===== config.mk =====
export PLATFORM = sky130hd
export DESIGN_NAME = normalizer
export DESIGN_NICKNAME = d
export VERILOG_FILES = /design/src/rtl/turing_pkg.sv /design/src/rtl/normalizer_step.sv /design/src/rtl/normalizer.sv
export SDC_FILE = /design/constraint.sdc
export NUM_CORES = 1
export LEC_CHECK = 0
export ABC_AREA = 1
export BUFFER_PORTS_ARGS = -buffer_cell sky130_fd_sc_hd__buf_4
export CAP_MARGIN = 30
export CORE_MARGIN = 4
export CORE_UTILIZATION = 55
export CTS_CLUSTER_DIAMETER = 100
export DETAILED_ROUTE_END_ITERATION = 6
export PLACE_DENSITY = 0.84
export SLEW_MARGIN = 20
export SYNTH_ARGS = -nofsm -noshare
export SYNTH_HDL_FRONTEND = slang
export SYNTH_SLANG_ARGS = --single-unit

===== constraint.sdc =====
create_clock -name i_clock -period 2.2 [get_ports i_clock]
set_input_delay 0.44 -clock i_clock [delete_from_list [all_inputs] [get_ports i_clock]]
set_output_delay 0.44 -clock i_clock [all_outputs]
set_load 0.01 [all_outputs]

===== src/rtl/turing_pkg.sv =====
// Handshake state encoding shared by the start/finished iterative blocks (Shifter, Normalizer).
package turing_pkg;

  typedef enum logic [1:0] {
    StIdle  = 2'd0,
    StShift = 2'd1,
    StDone  = 2'd2
  } hs_state_e;

endpackage


===== src/rtl/normalizer_step.sv =====
// One combinational normalization step: left shift by one and the stop flag.
// NORMALIZER_SIGNED_EN selects the two's-complement stop rule (sign differs from next bit).
module normalizer_step #(
  parameter int unsigned N = 4
) (
  input  logic [N-1:0] work,
  output logic [N-1:0] shifted,
  output logic         stop
);

  assign shifted = {work[N-2:0], 1'b0};

`ifdef NORMALIZER_SIGNED_EN
  assign stop = work[N-1] ^ work[N-2];
`else
  assign stop = work[N-1];
`endif

endmodule


===== src/rtl/normalizer.sv =====
// Iterative left-normalizer: shifts the operand left one bit per cycle until normalized and
// reports the shift count. Build macro NORMALIZER_SIGNED_EN enables two's-complement mode.
module normalizer
  import turing_pkg::*;
#(
  parameter  int unsigned N  = 4,
  localparam int unsigned CW = $clog2(N)
) (
  input  logic          i_clock,
  input  logic          i_reset,
  input  logic          i_start,
  output logic          o_finished,
  input  logic [N-1:0]  i_value,
  output logic [N-1:0]  o_value,
  output logic [CW-1:0] o_count,
  output logic          o_zero
);

  localparam logic [CW-1:0] CntMax = CW'(N - 1);

  hs_state_e     state_q, state_d;
  logic [N-1:0]  work_q, work_d;
  logic [CW-1:0] cnt_q, cnt_d;
  logic [N-1:0]  value_q, value_d;
  logic [CW-1:0] count_q, count_d;
  logic          zero_q, zero_d;

  logic [N-1:0]  shifted;
  logic          stop;

  normalizer_step #(
    .N(N)
  ) u_step (
    .work   (work_q),
    .shifted(shifted),
    .stop   (stop)
  );

  always_comb begin
    state_d = state_q;
    work_d  = work_q;
    cnt_d   = cnt_q;
    value_d = value_q;
    count_d = count_q;
    zero_d  = zero_q;
    unique case (state_q)
      StIdle: begin
        if (i_start) begin
          work_d  = i_value;
          cnt_d   = '0;
          state_d = StShift;
        end
      end
      StShift: begin
        if (work_q == '0) begin
          value_d = '0;
          count_d = '0;
          zero_d  = 1'b1;
          state_d = StDone;
        end else if (stop || (cnt_q == CntMax)) begin
          value_d = work_q;
          count_d = cnt_q;
          zero_d  = 1'b0;
          state_d = StDone;
        end else begin
          work_d = shifted;
          cnt_d  = cnt_q + CW'(1);
        end
      end
      StDone: begin
        // A held request must drop before the next operation can be accepted.
        if (!i_start) state_d = StIdle;
      end
      default: state_d = StIdle;
    endcase
  end

  always_ff @(posedge i_clock) begin
    if (i_reset) begin
      state_q <= StIdle;
      work_q  <= '0;
      cnt_q   <= '0;
      value_q <= '0;
      count_q <= '0;
      zero_q  <= 1'b0;
    end else begin
      state_q <= state_d;
      work_q  <= work_d;
      cnt_q   <= cnt_d;
      value_q <= value_d;
      count_q <= count_d;
      zero_q  <= zero_d;
    end
  end

  assign o_finished = (state_q == StDone);
  assign o_value    = value_q;
  assign o_count    = count_q;
  assign o_zero     = zero_q;

endmodule

# Yosys cells after proc, flatten, opt, wreduce, memory -nomap -nowiden
# Index checks and enable logic that the tools add are counted.
[op_classes] addsub=1 n_eq_ne=8 mux=19 n_shift=0 n_bitwise=0 n_reduce_logical=8 order_cmp=0 div=0 mul=0
[op_table] op="$mux W4" n=5
[op_table] op="$mux W2" n=9
[op_table] op="$ne A2 B2 Y1 const B" n=4
[op_table] op="$pmux W4 S2" n=1
[op_table] op="$pmux W2 S3" n=1
[op_table] op="$eq A2 B2 Y1 const B" n=2
[op_table] op="$logic_not A4 Y1" n=1
[op_table] op="$pmux W2 S2" n=1
[op_table] op="$reduce_and A4 Y1" n=1
[op_table] op="$reduce_bool A2 Y1" n=2
[op_table] op="$ne A3 B3 Y1 const B" n=1
[op_table] op="$reduce_and A3 Y1" n=1
[op_table] op="$add A2 B1 Y2 const B" n=1
[op_table] op="$eq A2 B1 Y1 const B" n=1
[op_table] op="$logic_not A2 Y1" n=1
[op_table] op="$mux W1" n=2
[op_table] op="$reduce_and A2 Y1" n=1
[op_table] op="$logic_or A1 B1 Y1" n=1
[word_totals] latchBits=0 out_inout_bits=8 mem_count=0 word_cells=42 ram_bits=0 romBits=0 reg_bits=15

# Depth between registers and ports, before layout
[depth] word_depth=5 depth_mapped=8

# By module
# A second synthesis with hierarchy kept.
[unflattened] hier_cells=104 area_unflattened_um2=738.2
[by_module_without_submodules] module="normalizer" area_per_inst_um2=696.9 seq_area_each_um2=300.3 cells_per_inst=98 n_inst=1
[by_module_without_submodules] module="normalizer_step" area_per_inst_um2=41.3 seq_area_each_um2=0.0 cells_per_inst=6 n_inst=1

# Worst setup path after synthesis
# Ideal clock, no wire load.
[synth_path] path_kind="register to register" startpoint="reg cnt_q[0]" endpoint="reg cnt_q[0]" path_stages_with_launch=7 n_path_buf=1 slack_ns=0.999 arrival_ns=1.086 setup_time_ns=0.115 required_ns=2.085 path_cell_list="dfxtp_1 ha_1 nor2_2 nand3_4 buf_6 a21oi_1 nor2_1"
[synth_between] elab_chain_cells=4 elab_cells_between_ends=8 classes_between="add/sub (1); eq/ne (2); mux (3); reduce/logical (2)"
[synth_rtl] element="from (decl)" line="normalizer.sv:23" rtl="logic [CW-1:0] cnt_q, cnt_d;"
[synth_rtl] element="from (signal assigned)" line="normalizer.sv:89" rtl="cnt_q <= cnt_d;"
[synth_rtl] element="$add A2 B1 Y2 / $eq A2 B2 Y1 (equally long branches)" line="normalizer.sv:67, normalizer.sv:60"
[synth_rtl] element="$mux W2 / $logic_or A1 B1 Y1 (equally long branches)" line="normalizer.sv:60" rtl="end else if (stop || (cnt_q == CntMax)) begin"
[synth_rtl] element="$mux W2 / $ne A2 B2 Y1 (equally long branches)"
[synth_rtl] element="$pmux W2 S2 / $reduce_and A4 Y1 (equally long branches)"
# Parallel ways exist; a longest one is shown, timed or not. The select of a mux whose other input is x is not followed.
# A chain may end at the register's enable or synchronous reset.

# Worst setup path in the final report
[layout_path] startpoint="reg state_q[1]" endpoint="out o_finished"
[layout_between] elab_chain_cells=1
[layout_rtl] element="from (decl)" line="normalizer.sv:21" rtl="hs_state_e state_q, state_d;"
[layout_rtl] element="from (signal assigned)" line="normalizer.sv:80" rtl="state_q <= StIdle;"
[layout_rtl] element="from (signal assigned)" line="normalizer.sv:87" rtl="state_q <= state_d;"
[layout_rtl] element="$eq A2 B2 Y1" line="normalizer.sv:96" rtl="assign o_finished = (state_q == StDone);"
[layout_rtl] element="to (decl)" line="normalizer.sv:12" rtl="output logic o_finished,"
# No other way between the ends.

==> flow_summary.toml <==
[clock_network]
worstSkewPairLatency_ns = 0.28
clock_tree.htree_level_count = 1
cts-resized-gates = 0
num_cts_buffers = 3
ctsLongestPathBuffers = 2
cts_hold_repair.buffers = 0
root_buffer = "sky130_fd_sc_hd__clkbuf_4"
tritoncts = "built"
clock-sinks = 15
post_cts_buffers = 0
clk_transition_reported_paths_ns = 0.09

[worst_hold_path]
timing.hold.worst.class = "in -> reg"
hold_start = "i_reset"

[logic_synthesis]
synth.top_cell.area_share_pct = 41.45
syn-mean-instance-area_um2 = 7.318
synth_fa_ha_area_share_pct = 1.727
dominant_combinational_cell_family_by_area_after_synthesis = "simple AND/OR/NAND/NOR gates"
synth_xor_xnor_area_share_pct = 0
syn-instance-count = 99
syn_nets = 107
post_synth_and_or_nand_nor_area_fraction_pct = 34.72
yosysSeqAreaShare_pct = 41.45
synthesis.yosys.warnings = 0
synth_mux_area_share_pct = 0
synthDominantAreaCellType = "sky130_fd_sc_hd__dfxtp_1"
synth.lib_cells_used.distinct = 18
netlist_top_cells_area = "sky130_fd_sc_hd__dfxtp_1, sky130_fd_sc_hd__a21oi_1, sky130_fd_sc_hd__nand2_1"
synth-compound-area-share_pct = 12.44
post_synth_instance_area_um2 = 724.4
ys_ff_latch = 15

[critical_path]
critical_path.endpoint_type = "primary output"
setup.worst_path.class = "reg -> out"
reg2reg_from = "cnt_q[0]"
crit_path_start = "state_q[1]"
critical-path-slowest-cell = "sky130_fd_sc_hd__dfxtp_1"
slowest_delay_ns = 0.35
crit_fanout = 2
cp_num_buf_inv = 2
timing.critical_path.cells = "inv_1 > nor2_1 > buf_4"
startpoint_type = "flip-flop"
crit_family = "flip-flops"
timing.critical_path.required_ns = 1.76
crit_arrival_ns = 1.01

[die]
dieArea_mm2 = 0.001962
design.core.area_mm2 = 0.001171
die-height_um = 44.29
die-width_um = 44.29
top_level_ports = 15
rows = 12
initial_utilization_pct = 61.86

[detailed_routing]
final_antenna_net_count = 0
detailroute.via_count = 642
drt_pass1_iterations = 4
drt-vias-per-instance = 5.016
finalWirelength_um = 1449
drcViolationCount = 0
detailedRoute.firstIterationViolations = 7
routedWlPerCell_um = 11.32

[power_and_ir_drop]
power_frac_comb_pct = 30.6
seq_power_share_pct = 46.9
swShare_pct = 35.32
p_int_w = 0.0004527
vdd_ir_drop_max_uv = 436.6
share_clk_of_total_power_pct = 22.5
switchingPower_w = 0.0002472
p_leak_nw = 0.3968
powerDensity_mw_per_mm2 = 820.2

[finish]
antennaDiodeCount = 0
final_common_cell = "sky130_fd_sc_hd__nand2_1"
fillerInstances = 90
layout-area-overhead-vs-synth_pct = 17.79
final_layout_size_suffix_gt1_share_pct = 23.68
layout.cells.most_common_list = "sky130_fd_sc_hd__nand2_1, sky130_fd_sc_hd__a21oi_1, sky130_fd_sc_hd__dfxtp_1, sky130_fd_sc_hd__buf_4, sky130_fd_sc_hd__nor2_1"
design.final.nets = 123
final_cells = 128

[global_route]
first_global_vias = 557
grt_first_pass_wirelength_um = 2415
grt_antenna_before_repair = 0
total_gr_overflow = 0
groute.usage.overall_pct = 16.68
pin_count_of_the_biggest_net_entering_global_routing = 14

[placed_design]
globalplace.congestion = 0.7642
buffer_ports.inserted = 14
dp_hpwl_um = 1047
placed_cells = 124

[sta]
rsz0062_at_grt = "no"
timing.final.max_slew_violations = 0
timing.hold.ws_ns = 0.3892
finalSetupViolCount = 0
finalSetupTns_ns = 0
slew_headroom_pct = 71.19
worst_pin_slew_ns = 0.4312
clock-skew-final_ns = 0.003747
timing.final.crit_period_ns = 1.454
fin_crit_sh_pct = 66.08
timing.final.hold_violations = 0
fmax_mhz = 687.8

[status]
run_status = "complete, no violations"

[run]
drv.max_cap_violation_count = 0
## cell type report
cell class              count  area [um^2]  share of cell area, %
multi-input cells          69        354.1                  41.50
flip-flops and latches     15        300.3                  35.19
repair buffers             14        105.1                  12.32
inverters                  12        50.05                  5.865
clock buffers               4        26.28                  3.079
well taps                  14        17.52                  2.053
## worst reg2reg max path, delay by kind of cell (launching register included)
kind | cells | cell delay [ns]
adder cells (fa/ha/maj) | 1 | 0.21
flip-flops | 1 | 0.35
AND/OR/NAND/NOR | 3 | 0.45
AO/OA/AOI/OAI | 1 | 0.20
## sequential cells by signal, summed over array words and instances, names as in the netlist
signal and flops:
state_q 2, o_value 4, o_zero 1, o_count 2, work_q 4, cnt_q 2
## cells by family after synthesis
group | count (synthesis)
adders and majority gates | 1
DFF | 15
and+or+nand+nor | 50
buffers and inverters | 15
AOI/OAI and AO/OA | 18
## power by group through the flow
stage                     clock (W)  combinational, W  sequential (W)
after floorplan                   0          0.000170        0.000331
after global placement            0          0.000207        0.000332
after detailed placement          0          0.000212        0.000334
after CTS                  0.000161          0.000214        0.000328
after global routing       0.000174          0.000243        0.000333
final                      0.000157          0.000214        0.000328
## routing by layer
layer	wire length (um)	global-route usage, %	vias up
li1	-	-	347
met3	92	3.659	5
met2	684	26.45	16
met1	644	21.57	274
met5	0	0	-
met4	27	7.229	0
## worst paths after layout
check / to / slack (ns) / cells after the start
worst max-delay path: o_finished / 0.75 / 3
worst min-delay path: o_value[3] / 0.39 / 2
worst max register to register: work_q[0] / 0.89 / 5
worst min register to register: o_value[3] / 0.47 / 2
## synth_stat cells
cell                       count
sky130_fd_sc_hd__nor2_1       13
sky130_fd_sc_hd__nand3_4       1
sky130_fd_sc_hd__buf_1         1
sky130_fd_sc_hd__nand2_4       1
sky130_fd_sc_hd__nand3_2       3
sky130_fd_sc_hd__nand4_1       2
sky130_fd_sc_hd__inv_1        11
sky130_fd_sc_hd__nand2_1      19
sky130_fd_sc_hd__ha_1          1
sky130_fd_sc_hd__buf_6         1
sky130_fd_sc_hd__a21oi_1      15
sky130_fd_sc_hd__nand2_2       3
sky130_fd_sc_hd__buf_2         1
sky130_fd_sc_hd__clkinv_4      1
sky130_fd_sc_hd__dfxtp_1      15
sky130_fd_sc_hd__nand3_1       7
sky130_fd_sc_hd__o21ai_0       3
sky130_fd_sc_hd__nor2_2        1
## stage by stage
step | utilization (%) | setup WS [ns] | total power [W] | instance area, um^2
after floorplan | - | 0.9990 | 0.0005012 | 724.4
after global placement | 70.62 | 0.9693 | 0.0005388 | 827.0
after detailed placement | 70.62 | 0.9152 | 0.0005459 | 827.0
after CTS | 72.86 | 0.7490 | 0.0007038 | 853.3
after global routing | 72.86 | 0.6768 | 0.0007500 | 853.3
final | 72.86 | 0.7462 | 0.0006999 | 853.3
(Power assumes the default switching activity.)
